[src/rtl/accel_spi_ctrl_if.sv]
// rtl/accel_spi_ctrl_if.sv - host-side request/response bundle for accel_spi_ctrl
// master: drives start, wr, addr, wr_data, rd_len; observes busy, done, rd_data, rd_valid
// slave : the controller side of the same signals
interface accel_spi_ctrl_if;
    logic       start;
    logic       wr;
    logic [7:0] addr;
    logic [7:0] wr_data;
    logic [2:0] rd_len;
    logic       busy;
    logic       done;
    logic [7:0] rd_data;
    logic       rd_valid;

    modport master (
        output start, wr, addr, wr_data, rd_len,
        input  busy, done, rd_data, rd_valid
    );

    modport slave (
        input  start, wr, addr, wr_data, rd_len,
        output busy, done, rd_data, rd_valid
    );
endinterface

[src/rtl/accel_spi_ctrl.sv]
// rtl/accel_spi_ctrl.sv - SPI mode-0 master for accelerometer register write / burst read
// Ports: clk, rstn (sync, active-low); host (accel_spi_ctrl_if.slave) request/response;
//        cs_n, sclk, mosi, miso SPI pins; sr_enable, sr_direction, sr_data drive the
//        external 8-bit receive shift register whose parallel value returns on sr_out.
module accel_spi_ctrl #(
    parameter int CLK_HALF = 8
) (
    input  logic                    clk,
    input  logic                    rstn,
    accel_spi_ctrl_if.slave         host,
    output logic                    cs_n,
    output logic                    sclk,
    output logic                    mosi,
    input  logic                    miso,
    output logic                    sr_enable,
    output logic                    sr_direction,
    output logic                    sr_data,
    input  logic [7:0]              sr_out
);
    localparam logic [7:0] HALF_M1 = 8'(CLK_HALF - 1);

    typedef enum logic [2:0] {
        S_IDLE, S_LEAD, S_SCLK_HI, S_SCLK_LO, S_TRAIL, S_GAP
    } state_t;

    state_t     state, state_nxt;
    logic [7:0] hcnt;
    logic [2:0] bit_cnt;
    logic [2:0] byte_cnt;
    logic [2:0] last_byte;
    logic       last_bit;
    logic       wr_q;
    logic [7:0] addr_q;
    logic [7:0] wr_data_q;
    logic       mosi_q;
    logic       done_q;
    logic       sr_en_q;
    logic       sr_data_q;
    logic       rd_tag;
    logic       rd_tag_d;
    logic       rd_valid_q;
    logic [7:0] rd_data_q;

    logic       phase_end;
    logic [2:0] len_eff;
    logic [7:0] cur_byte;
    logic [7:0] nxt_byte;

    // Frame byte lookup: 0 = command, 1 = address, 2.. = write data or read dummies.
    function automatic logic [7:0] frame_byte(input logic [2:0] idx, input logic w,
                                              input logic [7:0] a, input logic [7:0] d);
        if (idx == 3'd0)      return w ? 8'h0A : 8'h0B;
        else if (idx == 3'd1) return a;
        else                  return w ? d : 8'h00;
    endfunction

    always_comb begin
        phase_end = (hcnt == HALF_M1);
        len_eff   = (host.rd_len == 3'd0) ? 3'd1 :
                    (host.rd_len == 3'd7) ? 3'd6 : host.rd_len;
        cur_byte  = frame_byte(byte_cnt, wr_q, addr_q, wr_data_q);
        nxt_byte  = frame_byte(3'(byte_cnt + 3'd1), wr_q, addr_q, wr_data_q);
    end

    always_comb begin
        state_nxt = state;
        case (state)
            S_IDLE:    if (host.start) state_nxt = S_LEAD;
            S_LEAD:    if (phase_end)  state_nxt = S_SCLK_HI;
            S_SCLK_HI: if (phase_end)  state_nxt = S_SCLK_LO;
            S_SCLK_LO: if (phase_end)  state_nxt = last_bit ? S_TRAIL : S_SCLK_HI;
            S_TRAIL:   if (phase_end)  state_nxt = S_GAP;
            S_GAP:     if (phase_end)  state_nxt = S_IDLE;
            default:                   state_nxt = S_IDLE;
        endcase
    end

    always_ff @(posedge clk) begin
        if (!rstn) begin
            state      <= S_IDLE;
            hcnt       <= 8'd0;
            bit_cnt    <= 3'd0;
            byte_cnt   <= 3'd0;
            last_byte  <= 3'd0;
            last_bit   <= 1'b0;
            wr_q       <= 1'b0;
            addr_q     <= 8'h00;
            wr_data_q  <= 8'h00;
            mosi_q     <= 1'b0;
            done_q     <= 1'b0;
            sr_en_q    <= 1'b0;
            sr_data_q  <= 1'b0;
            rd_tag     <= 1'b0;
            rd_tag_d   <= 1'b0;
            rd_valid_q <= 1'b0;
            rd_data_q  <= 8'h00;
        end else begin
            state  <= state_nxt;
            hcnt   <= (state == S_IDLE || state_nxt != state) ? 8'd0 : 8'(hcnt + 8'd1);
            done_q <= (state == S_GAP) && (state_nxt == S_IDLE);

            if (state == S_IDLE && host.start) begin
                wr_q      <= host.wr;
                addr_q    <= host.addr;
                wr_data_q <= host.wr_data;
                bit_cnt   <= 3'd7;
                byte_cnt  <= 3'd0;
                last_bit  <= 1'b0;
                last_byte <= host.wr ? 3'd2 : 3'(3'd1 + len_eff);
                mosi_q    <= frame_byte(3'd0, host.wr, host.addr, host.wr_data) >> 7 != 8'd0;
            end

            // Falling SCLK edge: advance to the next frame bit; the final bit holds.
            if (state == S_SCLK_HI && state_nxt == S_SCLK_LO) begin
                if (bit_cnt != 3'd0) begin
                    bit_cnt <= bit_cnt - 3'd1;
                    mosi_q  <= cur_byte[bit_cnt - 3'd1];
                end else if (byte_cnt != last_byte) begin
                    byte_cnt <= byte_cnt + 3'd1;
                    bit_cnt  <= 3'd7;
                    mosi_q   <= nxt_byte[7];
                end else begin
                    last_bit <= 1'b1;
                end
            end

            if (state_nxt == S_GAP && state != S_GAP) mosi_q <= 1'b0;

            // Rising SCLK edge: shift miso into the external register. The bit-0
            // sample of a read data byte is tagged so the completed byte is picked
            // up once the external register has shifted it in.
            if (state_nxt == S_SCLK_HI && state != S_SCLK_HI) begin
                sr_en_q   <= 1'b1;
                sr_data_q <= miso;
                rd_tag    <= !wr_q && (byte_cnt >= 3'd2) && (bit_cnt == 3'd0);
            end else begin
                sr_en_q <= 1'b0;
                rd_tag  <= 1'b0;
            end

            rd_tag_d   <= rd_tag;
            rd_valid_q <= rd_tag_d;
            if (rd_tag_d) rd_data_q <= sr_out;
        end
    end

    assign cs_n          = (state == S_IDLE) || (state == S_GAP);
    assign sclk          = (state == S_SCLK_HI);
    assign mosi          = mosi_q;
    assign sr_enable     = sr_en_q;
    assign sr_direction  = 1'b0;
    assign sr_data       = sr_data_q;
    assign host.busy     = (state != S_IDLE);
    assign host.done     = done_q;
    assign host.rd_data  = rd_data_q;
    assign host.rd_valid = rd_valid_q;
endmodule

[src/flat_wrapper.sv]
// flat-port wrapper written by rule: the top's interface ports become plain ports
module accel_spi_ctrl_flat 
#(
    parameter int CLK_HALF = 8
)
  (clk, rstn, cs_n, sclk, mosi, miso, sr_enable, sr_direction, sr_data, sr_out, host_start, host_wr, host_addr, host_wr_data, host_rd_len, host_busy, host_done, host_rd_data, host_rd_valid);
  accel_spi_ctrl_if host_i ();
  input  logic clk;
  input  logic rstn;
  output logic cs_n;
  output logic sclk;
  output logic mosi;
  input  logic miso;
  output logic sr_enable;
  output logic sr_direction;
  output logic sr_data;
  input  logic [7:0] sr_out;
  input wire logic [$bits(host_i.start)-1:0] host_start;
  input wire logic [$bits(host_i.wr)-1:0] host_wr;
  input wire logic [$bits(host_i.addr)-1:0] host_addr;
  input wire logic [$bits(host_i.wr_data)-1:0] host_wr_data;
  input wire logic [$bits(host_i.rd_len)-1:0] host_rd_len;
  output wire logic [$bits(host_i.busy)-1:0] host_busy;
  output wire logic [$bits(host_i.done)-1:0] host_done;
  output wire logic [$bits(host_i.rd_data)-1:0] host_rd_data;
  output wire logic [$bits(host_i.rd_valid)-1:0] host_rd_valid;
  assign host_i.start = host_start;
  assign host_i.wr = host_wr;
  assign host_i.addr = host_addr;
  assign host_i.wr_data = host_wr_data;
  assign host_i.rd_len = host_rd_len;
  assign host_busy = host_i.busy;
  assign host_done = host_i.done;
  assign host_rd_data = host_i.rd_data;
  assign host_rd_valid = host_i.rd_valid;
  accel_spi_ctrl #(.CLK_HALF(CLK_HALF)) u_core (.clk(clk), .rstn(rstn), .host(host_i), .cs_n(cs_n), .sclk(sclk), .mosi(mosi), .miso(miso), .sr_enable(sr_enable), .sr_direction(sr_direction), .sr_data(sr_data), .sr_out(sr_out));
endmodule
[config.mk]
export PLATFORM = sky130hd
export DESIGN_NAME = accel_spi_ctrl_flat
export DESIGN_NICKNAME = d
export VERILOG_FILES = /design/src/rtl/accel_spi_ctrl_if.sv /design/src/rtl/accel_spi_ctrl.sv /design/src/flat_wrapper.sv
export SDC_FILE = /design/constraint.sdc
export NUM_CORES = 1
export LEC_CHECK = 0
export ABC_CLOCK_PERIOD_IN_PS = 2900
export CORE_MARGIN = 3
export CORE_UTILIZATION = 30
export DETAILED_ROUTE_END_ITERATION = 7
export GPL_TIMING_DRIVEN = 1
export HOLD_SLACK_MARGIN = 0.05
export PLACE_DENSITY_LB_ADDON = 0.12
export SLEW_MARGIN = 20
export SYNTH_ARGS = -nofsm -noshare
export SYNTH_HDL_FRONTEND = slang
export SYNTH_SLANG_ARGS = --single-unit
[constraint.sdc]
create_clock -name clk -period 2.9 [get_ports clk]
set_input_delay 0.725 -clock clk [delete_from_list [all_inputs] [get_ports clk]]
set_output_delay 0.725 -clock clk [all_outputs]
set_load 0.1 [all_outputs]
==> flow_summary.ini <==
[clocking]
cts_buffers = 5
cts.repair.resized = 0
postCtsSetupBuffers = 0
cts.clk_slew.worst_paths_ps = 100
h-tree-depth = 2
clockBufferDepth = 2
insertion_delay_ps = 300
cts_hold_buf = 0
cts_tree = done
cts.sinks = 53
cts_root_buf = clkbuf_8

[floorplan]
die_x_um = 97.95
dieArea_um2 = 9593
coreArea_um2 = 7968
die-height_um = 97.95
initial_core_util_pct = 31.83
rows = 32
ios = 49

[global_routing]
antenna_found_initial = 0
grt_max_degree = 25
grt_use_total_pct = 11.59
grt_overflow = 0
grt_pass1_vias = 1936
grt_pass1_wl_mm = 9.287

[route]
drc_errors = 0
num_vias = 2075
drt-initial-drc-count = 66
via_per_inst = 4.727
ant_nets = 0
detail_route.first_pass.iterations = 4
routed_wl_mm = 5.476
wire_per_inst_um = 12.47

[power_and_ir_drop]
p_switching_uw = 373.1
p_per_area_nw_per_um2 = 462.9
pwr-share-seq_pct = 52.0
power.leakage_uw = 0.001211
power.internal_uw = 1100
ir_drop_mv = 0.2573
p_comb_share_pct = 13.6
swShare_pct = 25.32
clkPwrFrac_pct = 34.3

[place]
dp.cells = 431
gp_congestion = 0.7527
port_buffers = 47
pre_cts_slack_ps = 577.0
dp_hpwl_mm = 4.214

[logic_synthesis]
synth_cells = 291
postSynth.asyncResetShare_pct = 0
syn_avg_cell_area_um2 = 8.715
synth.distinct_cells = 52
synth-seq-cells = 53
seq_area_frac_synth_pct = 41.84
syn_nets = 332
synth_edf_count = 0
synthFlopType = dfxtp_1
syn-cell-area_um2 = 2536
yosysWarningCount = 0

[cells_and_area]
diodes = 0
drive_gt1_share_pct = 12.17
area_growth_syn_to_layout_pct = 25.51
layout_common_cells = dfxtp_1, nand2_1, nor2_1
nNetsFinal = 377
final_cells = 439
final_core_util_pct = 39.95
final_common_cell = dfxtp_1
fillers = 830

[run_status]
outcome = finished, final reports clean

[hold_path]
min_path_cells = 1
hp-start = u_core.rd_tag
hold_class = reg -> reg
min_to = u_core.rd_tag_d

[worst_setup_path]
r2r_start = u_core.bit_cnt[0]
worstRegToRegCells = 7
critPathSlowestCell = dfxtp_1
cp.arrival_ps = 1530
critPathMaxFanout = 12
worst-r2r-setup-slack_ps = 1020
worst_setup_path_end_kind = primary output
r2r-end = u_core.bit_cnt[1]
critPathLaunchType = flop
worstPathRequired_ps = 2170
crit_chain = nor2_1, nand2_1, inv_1, buf_4
timing_worst_setup_path_type = reg -> out
max_stage_delay_ps = 590

[timing]
finalHoldViolCount = 0
fin_skew_ps = 11.45
tightest_slew_ps = 707.7
rsz0062_at_grt = false
max_freq_ghz = 0.4433
finalSetupTns_ps = 0
max_slew_margin_pct = 52.77
period_share_pct = 77.78
setup_ws_ps = 644.4
drv_slew = 0
finalSetupViolCount = 0
min_period_ps = 2256

[job]
max-cap-violations = 0
## stage by stage
step                total power [uW]  instance area, um^2  hold slack, ps
floorplan                      907.0                 2536           411.8
global placement               987.6                 3070           419.4
detailed placement             987.2                 3070           430.1
CTS                             1497                 3183           450.6
global route                    1544                 3183           468.9
finish                          1473                 3183           442.3
## routing by layer
metal	routed length, um	vias up	GRT usage [%]
met5	0	-	0
met4	47	0	2.875
li1	-	1091	-
met3	164	2	2.429
met1	2780	952	16.29
met2	2483	30	18.17
## cell families after synthesis
| family | after synthesis | share of synthesized area (%) |
|---|---|---|
| fa+ha+maj | 9 | 4.440 |
| other cells | 1 | 0.1479 |
| simple gates | 120 | 23.93 |
| xor+xnor | 12 | 4.144 |
| mux | 17 | 6.759 |
| flops | 53 | 41.84 |
| buf+inv | 26 | 4.341 |
| compound gates | 53 | 14.41 |
## synthesized netlist by cell type, types with 2 or more instances
| library cell | instances | share of area, % |
|---|---|---|
| a211o_1 | 2 | 0.69 |
| a21oi_1 | 22 | 4.3 |
| a22oi_1 | 2 | 0.59 |
| a2bb2oi_1 | 2 | 0.69 |
| a311oi_1 | 3 | 1.0 |
| a31oi_1 | 7 | 1.7 |
| and2_1 | 4 | 0.99 |
| and3_1 | 3 | 0.74 |
| buf_2 | 4 | 0.79 |
| buf_4 | 2 | 0.59 |
| clkbuf_1 | 8 | 1.2 |
| dfxtp_1 | 53 | 42 |
| ha_1 | 9 | 4.4 |
| inv_1 | 11 | 1.6 |
| mux2i_1 | 16 | 6.3 |
| nand2_1 | 45 | 6.7 |
| nand2b_1 | 2 | 0.49 |
| nand3_1 | 5 | 0.99 |
| nand3b_1 | 3 | 0.89 |
| nor2_1 | 34 | 5.0 |
| nor2b_1 | 2 | 0.49 |
| nor3_1 | 8 | 1.6 |
| o21ai_0 | 2 | 0.39 |
| o221ai_1 | 3 | 1.0 |
| or3_1 | 2 | 0.49 |
| xnor2_1 | 6 | 2.1 |
| xor2_1 | 6 | 2.1 |
## power by group through the flow
stage               sequential (uW)  combinational (uW)  clock, uW
floorplan                       776                 131          0
global placement                783                 204          0
detailed placement              784                 204          0
CTS                             767                 204        526
global route                    770                 223        551
finish                          766                 201        506
## critical path: cells and delay by family, from the launching register on
kind	cells	cell delay, ps
flip-flops	1	590
AND/OR/NAND/NOR	2	320
buffers and inverters	2	320
## layout make-up
cell class | instances | area [um^2] | share of cell area, %
multi-input combinational | 212 | 1365 | 42.89
sequential | 53 | 1061 | 33.33
timing repair buffer | 53 | 475.5 | 14.94
tap | 102 | 127.6 | 4.009
clock buffer | 5 | 68.82 | 2.162
clock inverter | 3 | 43.79 | 1.376
inverter | 11 | 41.29 | 1.297
## how the worst max path moves through the flow
stage | startpoint | end | slack (ps) | cells past startpoint
detailed placement | host_start | u_core.last_byte[0] | 580 | 5
finish | u_core.state[2] | sclk | 640 | 4
global route | u_core.state[2] | sclk | 510 | 4
global placement | host_start | u_core.last_byte[0] | 590 | 5
CTS | u_core.state[2] | sclk | 640 | 4
floorplan | u_core.state[2] | cs_n | 170 | 3
## sequential cells by signal, indices dropped and copies added, names as in the netlist, 3 cells and up
name,count
u_core.addr_q,8
u_core.hcnt,8
u_core.host.rd_data,8
u_core.wr_data_q,8
u_core.bit_cnt,3
u_core.byte_cnt,3
u_core.last_byte,3
u_core.state,3
No activity file was read; power rests on OpenSTA's default activity.
